$ cat src/rtl/hamming_link_ctrl.sv
// hamming_link_ctrl: transaction sequencer for a Hamming(7,4) encoder -> noise -> decoder link.
//
// Accepts one 4-bit word at a time, launches it into the encoder, optionally pulses the
// noise enable on a programmable schedule, captures the decoder result after the link
// latency and hands it to the consumer together with link statistics.
//
// Ports:
//   clk, rst_n                  clock, asynchronous active-low reset
//   in_valid/in_ready/in_data   word input handshake (in_ready only in IDLE)
//   noise_period                inject on every Nth accepted word, 0 = never
//   enc_d, noise_en             registered drives to the encoder and noise block
//   dec_s, dec_d                decoder syndrome and corrected data
//   out_valid/out_ready         result handshake
//   out_data, out_syndrome      captured decoder outputs
//   out_err, out_noised         data mismatch flag, noise-injected flag
//   tx_cnt, corr_cnt, fail_cnt  saturating statistics counters
//   busy                        controller is not idle
module hamming_link_ctrl #(
    parameter int LAT       = 2,
    parameter int NOISE_OFS = 1,
    parameter int CW        = 16
) (
    input  logic          clk,
    input  logic          rst_n,
    input  logic          in_valid,
    output logic          in_ready,
    input  logic [3:0]    in_data,
    input  logic [7:0]    noise_period,
    output logic [3:0]    enc_d,
    output logic          noise_en,
    input  logic [2:0]    dec_s,
    input  logic [3:0]    dec_d,
    output logic          out_valid,
    input  logic          out_ready,
    output logic [3:0]    out_data,
    output logic [2:0]    out_syndrome,
    output logic          out_err,
    output logic          out_noised,
    output logic [CW-1:0] tx_cnt,
    output logic [CW-1:0] corr_cnt,
    output logic [CW-1:0] fail_cnt,
    output logic          busy
);
    localparam int CNTW = (LAT < 1) ? 1 : $clog2(LAT + 1);
    localparam logic [CNTW-1:0] CAP_C  = CNTW'(LAT);
    localparam bit              RISE_RUN = NOISE_OFS > 0;
    localparam logic [CNTW-1:0] RISE_C = CNTW'(NOISE_OFS > 0 ? NOISE_OFS - 1 : 0);

    typedef enum logic [1:0] {IDLE, RUN, RESP} state_t;

    state_t        state_q, state_d;
    logic [3:0]    sent_q, sent_d;
    logic [3:0]    enc_q, enc_nx;
    logic          noise_q, noise_d;
    logic          inj_q, inj_d;
    logic [7:0]    phase_q, phase_d;
    logic [CNTW-1:0] cnt_q, cnt_d;
    logic          ov_q, ov_d;
    logic [3:0]    od_q, od_d;
    logic [2:0]    os_q, os_d;
    logic          oe_q, oe_d;
    logic          on_q, on_d;
    logic [CW-1:0] tx_q, tx_d;
    logic [CW-1:0] corr_q, corr_d;
    logic [CW-1:0] fail_q, fail_d;
    logic [7:0]    phase_eff;
    logic          inj_now;

    // A shrunken period must not leave the phase beyond its new range.
    assign phase_eff = (phase_q >= noise_period) ? 8'd0 : phase_q;
    assign inj_now   = (noise_period != 8'd0) && (phase_eff == noise_period - 8'd1);

    always_comb begin
        state_d = state_q;
        sent_d  = sent_q;
        enc_nx  = enc_q;
        noise_d = 1'b0;
        inj_d   = inj_q;
        phase_d = phase_q;
        cnt_d   = cnt_q;
        ov_d    = ov_q;
        od_d    = od_q;
        os_d    = os_q;
        oe_d    = oe_q;
        on_d    = on_q;
        tx_d    = tx_q;
        corr_d  = corr_q;
        fail_d  = fail_q;
        unique case (state_q)
            IDLE: begin
                if (in_valid) begin
                    sent_d  = in_data;
                    enc_nx  = in_data;
                    inj_d   = inj_now;
                    phase_d = (noise_period == 8'd0) ? phase_q : (inj_now ? 8'd0 : phase_eff + 8'd1);
                    cnt_d   = '0;
                    noise_d = inj_now && !RISE_RUN;
                    state_d = RUN;
                end
            end
            RUN: begin
                // cnt_q holds (edges since launch - 1), so the compare fires one edge late by design.
                cnt_d   = cnt_q + CNTW'(1);
                noise_d = inj_q && RISE_RUN && (cnt_q == RISE_C);
                if (cnt_q == CAP_C) begin
                    od_d    = dec_d;
                    os_d    = dec_s;
                    oe_d    = dec_d != sent_q;
                    on_d    = inj_q;
                    ov_d    = 1'b1;
                    noise_d = 1'b0;
                    state_d = RESP;
                end
            end
            RESP: begin
                if (out_ready) begin
                    ov_d    = 1'b0;
                    state_d = IDLE;
                    tx_d    = (&tx_q) ? tx_q : tx_q + CW'(1);
                    corr_d  = (!oe_q && os_q != 3'd0 && !(&corr_q)) ? corr_q + CW'(1) : corr_q;
                    fail_d  = (oe_q && !(&fail_q)) ? fail_q + CW'(1) : fail_q;
                end
            end
            default: state_d = IDLE;
        endcase
    end

    always_ff @(posedge clk or negedge rst_n) begin
        if (!rst_n) begin
            state_q <= IDLE;
            sent_q  <= '0;
            enc_q   <= '0;
            noise_q <= 1'b0;
            inj_q   <= 1'b0;
            phase_q <= '0;
            cnt_q   <= '0;
            ov_q    <= 1'b0;
            od_q    <= '0;
            os_q    <= '0;
            oe_q    <= 1'b0;
            on_q    <= 1'b0;
            tx_q    <= '0;
            corr_q  <= '0;
            fail_q  <= '0;
        end else begin
            state_q <= state_d;
            sent_q  <= sent_d;
            enc_q   <= enc_nx;
            noise_q <= noise_d;
            inj_q   <= inj_d;
            phase_q <= phase_d;
            cnt_q   <= cnt_d;
            ov_q    <= ov_d;
            od_q    <= od_d;
            os_q    <= os_d;
            oe_q    <= oe_d;
            on_q    <= on_d;
            tx_q    <= tx_d;
            corr_q  <= corr_d;
            fail_q  <= fail_d;
        end
    end

    assign in_ready     = state_q == IDLE;
    assign busy         = state_q != IDLE;
    assign enc_d        = enc_q;
    assign noise_en     = noise_q;
    assign out_valid    = ov_q;
    assign out_data     = od_q;
    assign out_syndrome = os_q;
    assign out_err      = oe_q;
    assign out_noised   = on_q;
    assign tx_cnt       = tx_q;
    assign corr_cnt     = corr_q;
    assign fail_cnt     = fail_q;
endmodule

$ cat config.mk
export PLATFORM = sky130hd
export DESIGN_NAME = hamming_link_ctrl
export DESIGN_NICKNAME = d
export VERILOG_FILES = /design/src/rtl/hamming_link_ctrl.sv
export SDC_FILE = /design/constraint.sdc
export NUM_CORES = 1
export LEC_CHECK = 0
export ABC_CLOCK_PERIOD_IN_PS = 3330
export BUFFER_PORTS_ARGS = -buffer_cell sky130_fd_sc_hd__buf_2
export CAP_MARGIN = 10
export CORE_UTILIZATION = 54
export DETAILED_ROUTE_END_ITERATION = 8
export MAX_ROUTING_LAYER = met4
export PLACE_DENSITY = 0.8
export SLEW_MARGIN = 20
export SYNTH_ARGS = -nofsm -noshare
export SYNTH_HDL_FRONTEND = slang
export SYNTH_SLANG_ARGS = --single-unit
$ cat constraint.sdc
create_clock -name clk -period 3.33 [get_ports clk]
set_clock_uncertainty 0.2 [all_clocks]
set_input_delay 0.4995 -clock clk [delete_from_list [all_inputs] [get_ports clk]]
set_output_delay 0.4995 -clock clk [all_outputs]
set_load 0.01 [all_outputs]
# After elaboration in Yosys (flattened, before gate mapping)
# Index checks and enable logic that the tools add are counted.
totals:
  reg_bits: 76
  latchBits: 0
  mem_bits_rw: 0
  rom_bits: 0
  input_bits: 23
  output_inout_bits: 65
  mem_count: 0
classes:
  addsub: 6
  mul: 0
  div_mod_pow: 0
  magnitude_cmp: 1
  eq_ne: 8
  shifts: 0
  mux: 13
  bitwise: 2
  reduce_logical: 28
ops:
  columns: ["operator", "n"]
  rows:
  - ["adder 16 x 1 -> 16 bit, second input constant", 3]
  - ["AND reduction 16 bit", 3]
  - ["AND reduction 3 bit", 6]
  - ["2-to-1 mux 8 bit", 2]
  - ["adder 8 x 1 -> 8 bit, second input constant", 1]
  - ["equality test 8 bit", 1]
  - ["greater-or-equal comparator 8 bit", 1]
  - ["logical NOT 8 bit", 1]
  - ["2-to-1 mux 2 bit", 4]
  - ["nonzero test 8 bit", 1]
  - ["subtractor 8 x 1 -> 8 bit, second input constant", 1]
  - ["!= test 2 bit, second input constant", 3]
  - ["one-hot mux 2 bit (3 select lines)", 1]
  - ["AND reduction 2 bit", 3]
  - ["nonzero test 2 bit", 3]
  - ["logical AND 1 bit", 5]
  - ["equality test 2 bit, second input constant", 2]
  - ["logical NOT 2 bit", 2]
  - ["2-to-1 mux 1 bit", 4]
  - ["!= test 4 bit", 1]
  - ["one-hot mux 2 bit (2 select lines)", 1]
  - ["logical NOT 1 bit", 3]
  - ["nonzero test 3 bit", 1]
  - ["adder 2 x 1 -> 2 bit, second input constant", 1]
  - ["3 further kinds", 4]

# Depth between registers and ports, before layout
depth:
  depth_word: 5
  depth_mapped: 12
  ltp_nobuf: 11

# Worst setup path before layout
# No wires, ideal clock.
synth_path:
  path_type: "input -> register"
  startpoint: "input noise_period[1]"
  endpoint: "register phase_q[6]"
  setup_time_ns: 0.134
  t_arrival_ns: 2.518
  t_required_ns: 2.996
  path_slack_ns: 0.478
  path_stages: 12
  path_buffers: 1
  cell_sequence: "inv_1 ha_1 or4_1 a21oi_1 o31ai_1 clkbuf_1 nor2_1 ha_1 nand3_1 nor2_1 mux2i_1 o31ai_1"
synth_between:
  elab_chain_len: 5
synth_lines:
  columns: ["element", "line", "rtl"]
  rows:
  - ["start, declared", "28", "input logic [7:0] noise_period,"]
  - ["parallel branches: the longest is 5 deep, another holds greater-or-equal comparator 8 bit", null, null]
  - ["end signal, assigned", "151", "phase_q <= phase_d;"]
  - ["end, declared", "56", "logic [7:0] phase_q, phase_d;"]
# Several ways; the timed one is not identified.
# A chain may end at the register's enable or synchronous reset.

# Final worst setup path
layout_path:
  startpoint: "register phase_q[4]"
  endpoint: "register phase_q[5]"
layout_between:
  elab_chain_len: 5
layout_lines:
  columns: ["element", "line", "rtl"]
  rows:
  - ["greater-or-equal comparator 8 bit", "70", "assign phase_eff = (phase_q >= noise_period) ? 8'd0 : phase_q;"]
  - ["2-to-1 mux 8 bit (*)", "70", null]
  - ["parallel branches: the longest is 2 deep, another holds adder 8 x 1 -> 8 bit", null, null]
  - ["2-to-1 mux 8 bit (*)", "95", "phase_d = (noise_period == 8'd0) ? phase_q : (inj_now ? 8'd0 : phase_eff + 8'd1);"]
# Mark *: on every way between the ends.

==> results.toml <==
[power_and_ir_drop]
pwr-share-comb_pct = 33.4
p_int_mw = 1.96
power_density_nw_per_um2 = 646
seqPwrFrac_pct = 42.8
pwr-share-clk_pct = 23.9
p_leak_nw = 2.38
peakVddDrop_mv = 0.431
swShare_pct = 36.2
p_sw_mw = 1.11
p_total_mw = 3.06

[yosys]
syn_nets = 421
ys_types = 50
ys_seq_area_share_pct = 48.2
synth_top_cell_by_area = "dfrtp_1"
synthesis.area_um2 = 3940
synth_most_common_cell = "dfrtp_1"
postSynthAreaPerCell_um2 = 10.3
synth_top_area_share_pct = 48.2
yosysWarnings = 0
synth_cells = 383
ys_seq_elements = 76
yosys-top-cells-area = "dfrtp_1 (48%), xnor2_1 (8.9%), ha_1 (4.8%)"
synth_common_cells = "dfrtp_1 (76), nand2_1 (41), xnor2_1 (40), nor2_1 (28), nand3_1 (27)"
synth_edf_count = 0
ys_async_sr_fraction_pct = 100
synth_ff_type = "dfrtp_1"

[die]
initial_utilization_pct = 57.1
die_h_um = 87.4
ios = 88
die_w_um = 87.4
num_rows = 30
core_um2 = 6910
dieArea_um2 = 7650

[clocking]
clkLatencyLatePin_ns = 0.35
cts_setup_buffers = 0
htreeDepth = 3
cts_resized = 0
clkTransAtPathRegs_ns = 0.08
clock_path_buffers = 2
cts_tree = "done"
clockRootBuffer = "clkbuf_8"
hold_buffers = 0
cts.sinks = 76
cts_buffers = 9

[sta]
rsz0062_at_grt = "no"
worst_slack_ns = 0.348
worst_pin_slew_ns = 0.931
post-route-period-util_pct = 89.6
setup_viol = 0
period_needed_ns = 2.98
worst_slew_margin_rel_pct = 37.9
fin_tns_setup_ns = 0
fmax_mhz = 335
hold_viol = 0
slew_viol_final = 0

[route]
ant_nets = 0
wl_met3_um = 353
first_iter_violations = 133
drt_first_pass_iters = 4
wl_per_cell_um = 14.5
vias = 3171
wl_met2_mm = 4.19
wl_met1_mm = 3.80
drc = 0
post_drt_via_cell_ratio = 5.45
routed_wl_mm = 8.42
highest_layer = "met4"

[outcome]
outcome = "completed"

[run]
drv_cap = 0

[cells_and_area]
drive_gt1_share_pct = 27.2
fin_nets = 519
antenna_cells = 0
postLayoutCellArea_um2 = 4750
areaGrowthSynthToFinish_pct = 20.4

[worst_hold_path]
min_path_type = "in -> async"

[global_routing]
first_global_vias = 3014
grt_max_degree = 77
grt_usage_pct = 24.5
overflow = 0
antenna_found_initial = 0
grt_pass1_wl_mm = 14.0

[critical_path]
crit_type = "reg -> reg"
worstSetupEndpointType = "flop"
cp_max_fo = 9
cp_data_arrival_time_ns = 3.00
startpoint_type = "flop"
crit_required_ns = 3.35

[placed_design]
place.gp.congestion = 0.896
port_buffers = 87
dp_slack_ns = 0.0197
hpwlAfterDp_mm = 6.25
placed_area_um2 = 4520
[registers in the layout (all words and copies together), names as in the netlist]
| register | cells |
|---|---|
| corr_cnt | 16 |
| fail_cnt | 16 |
| tx_cnt | 16 |
| phase_q | 8 |
| enc_d | 4 |
| out_data | 4 |
| out_syndrome | 3 |
| cnt_q | 2 |
| state_q | 2 |
| inj_q | 1 |
| noise_en | 1 |
| out_err | 1 |
| out_noised | 1 |
| out_valid | 1 |
[layout by cell type (no fill, tap or decap), types with 6 or more instances in the layout]
| cell | Yosys | layout |
|---|---|---|
| nand4_1 | 10 | 10 |
| ha_1 | 15 | 15 |
| dfrtp_1 | 76 | 76 |
| inv_1 | 19 | 19 |
| xnor2_1 | 40 | 40 |
| nand2_1 | 41 | 41 |
| buf_2 | 0 | 86 |
| nor3_1 | 8 | 8 |
| xor2_1 | 16 | 16 |
| mux2_2 | 14 | 14 |
| nor2_1 | 28 | 28 |
| buf_4 | 0 | 7 |
| nand3_1 | 27 | 27 |
| a21oi_1 | 6 | 6 |
| and3_1 | 10 | 10 |
| clkbuf_8 | 0 | 10 |
[kinds of logic after synthesis]
kind of cell	Yosys count	share of synthesized area, %
mux	17	4.79
compound gates	43	7.97
simple gates	150	18.9
flops	76	48.2
buf+inv	25	2.38
xor+xnor	57	13.0
fa+ha+maj	15	4.76
[layer usage]
layer | track usage (%) | up-vias
li1 | - | 1544
met2 | 39.8 | 74
met4 | 8.05 | 0
met3 | 4.93 | 7
met1 | 30.6 | 1546
met5 | - | -
[critical path, stage by stage (launching register included)]
cell and delay, ns:
dfrtp_1 0.50, ha_1 0.24, or4_1 0.40, a21oi_1 0.20, o31ai_2 0.17, nor4b_1 0.42, o22ai_1 0.22, buf_4 0.19
nor2_1 0.20, o211ai_1 0.12
[stage by stage]
step                std cells  util [%]  hold slack [ns]
floorplan                 383         -          0.00391
global placement          566      65.5            0.276
global route              582      68.7            0.148
finish                    582      68.7           0.0882
detailed placement        566      65.5            0.280
CTS                       582      68.5            0.125
[area by class of cell]
class	count	area, um2
Timing Repair Buffer	93	483
Clock inverter	6	72.6
Multi-Input combinational cell	282	1960
Tap cell	96	120
Sequential cell	76	1900
Fill cell	594	2160
Inverter	19	71.3
Clock buffer	10	138
[final timing paths]
| check | startpoint | end | slack (ns) | depth (start not counted) |
|---|---|---|---|---|
| min | rst_n | tx_cnt[9] | 0.09 | 1 |
| max in group asynchronous | rst_n | phase_q[1] | 2.24 | 1 |
| min reg2reg | tx_cnt[5] | tx_cnt[5] | 0.29 | 1 |
| min in group clk | out_ready | state_q[1] | 0.17 | 2 |
| max | phase_q[4] | phase_q[5] | 0.35 | 9 |
| max reg2reg | phase_q[4] | phase_q[5] | 0.35 | 9 |
[power groups by stage]
stage	logic (mW)	registers, mW	clock network (mW)
final	1.02	1.31	0.732
after global routing	1.15	1.34	0.788
after CTS	1.02	1.31	0.748
after detailed placement	1.01	1.32	0
after global placement	0.969	1.31	0
after floorplan	0.621	1.33	0
Note: power is estimated with default switching activity, not from simulation.
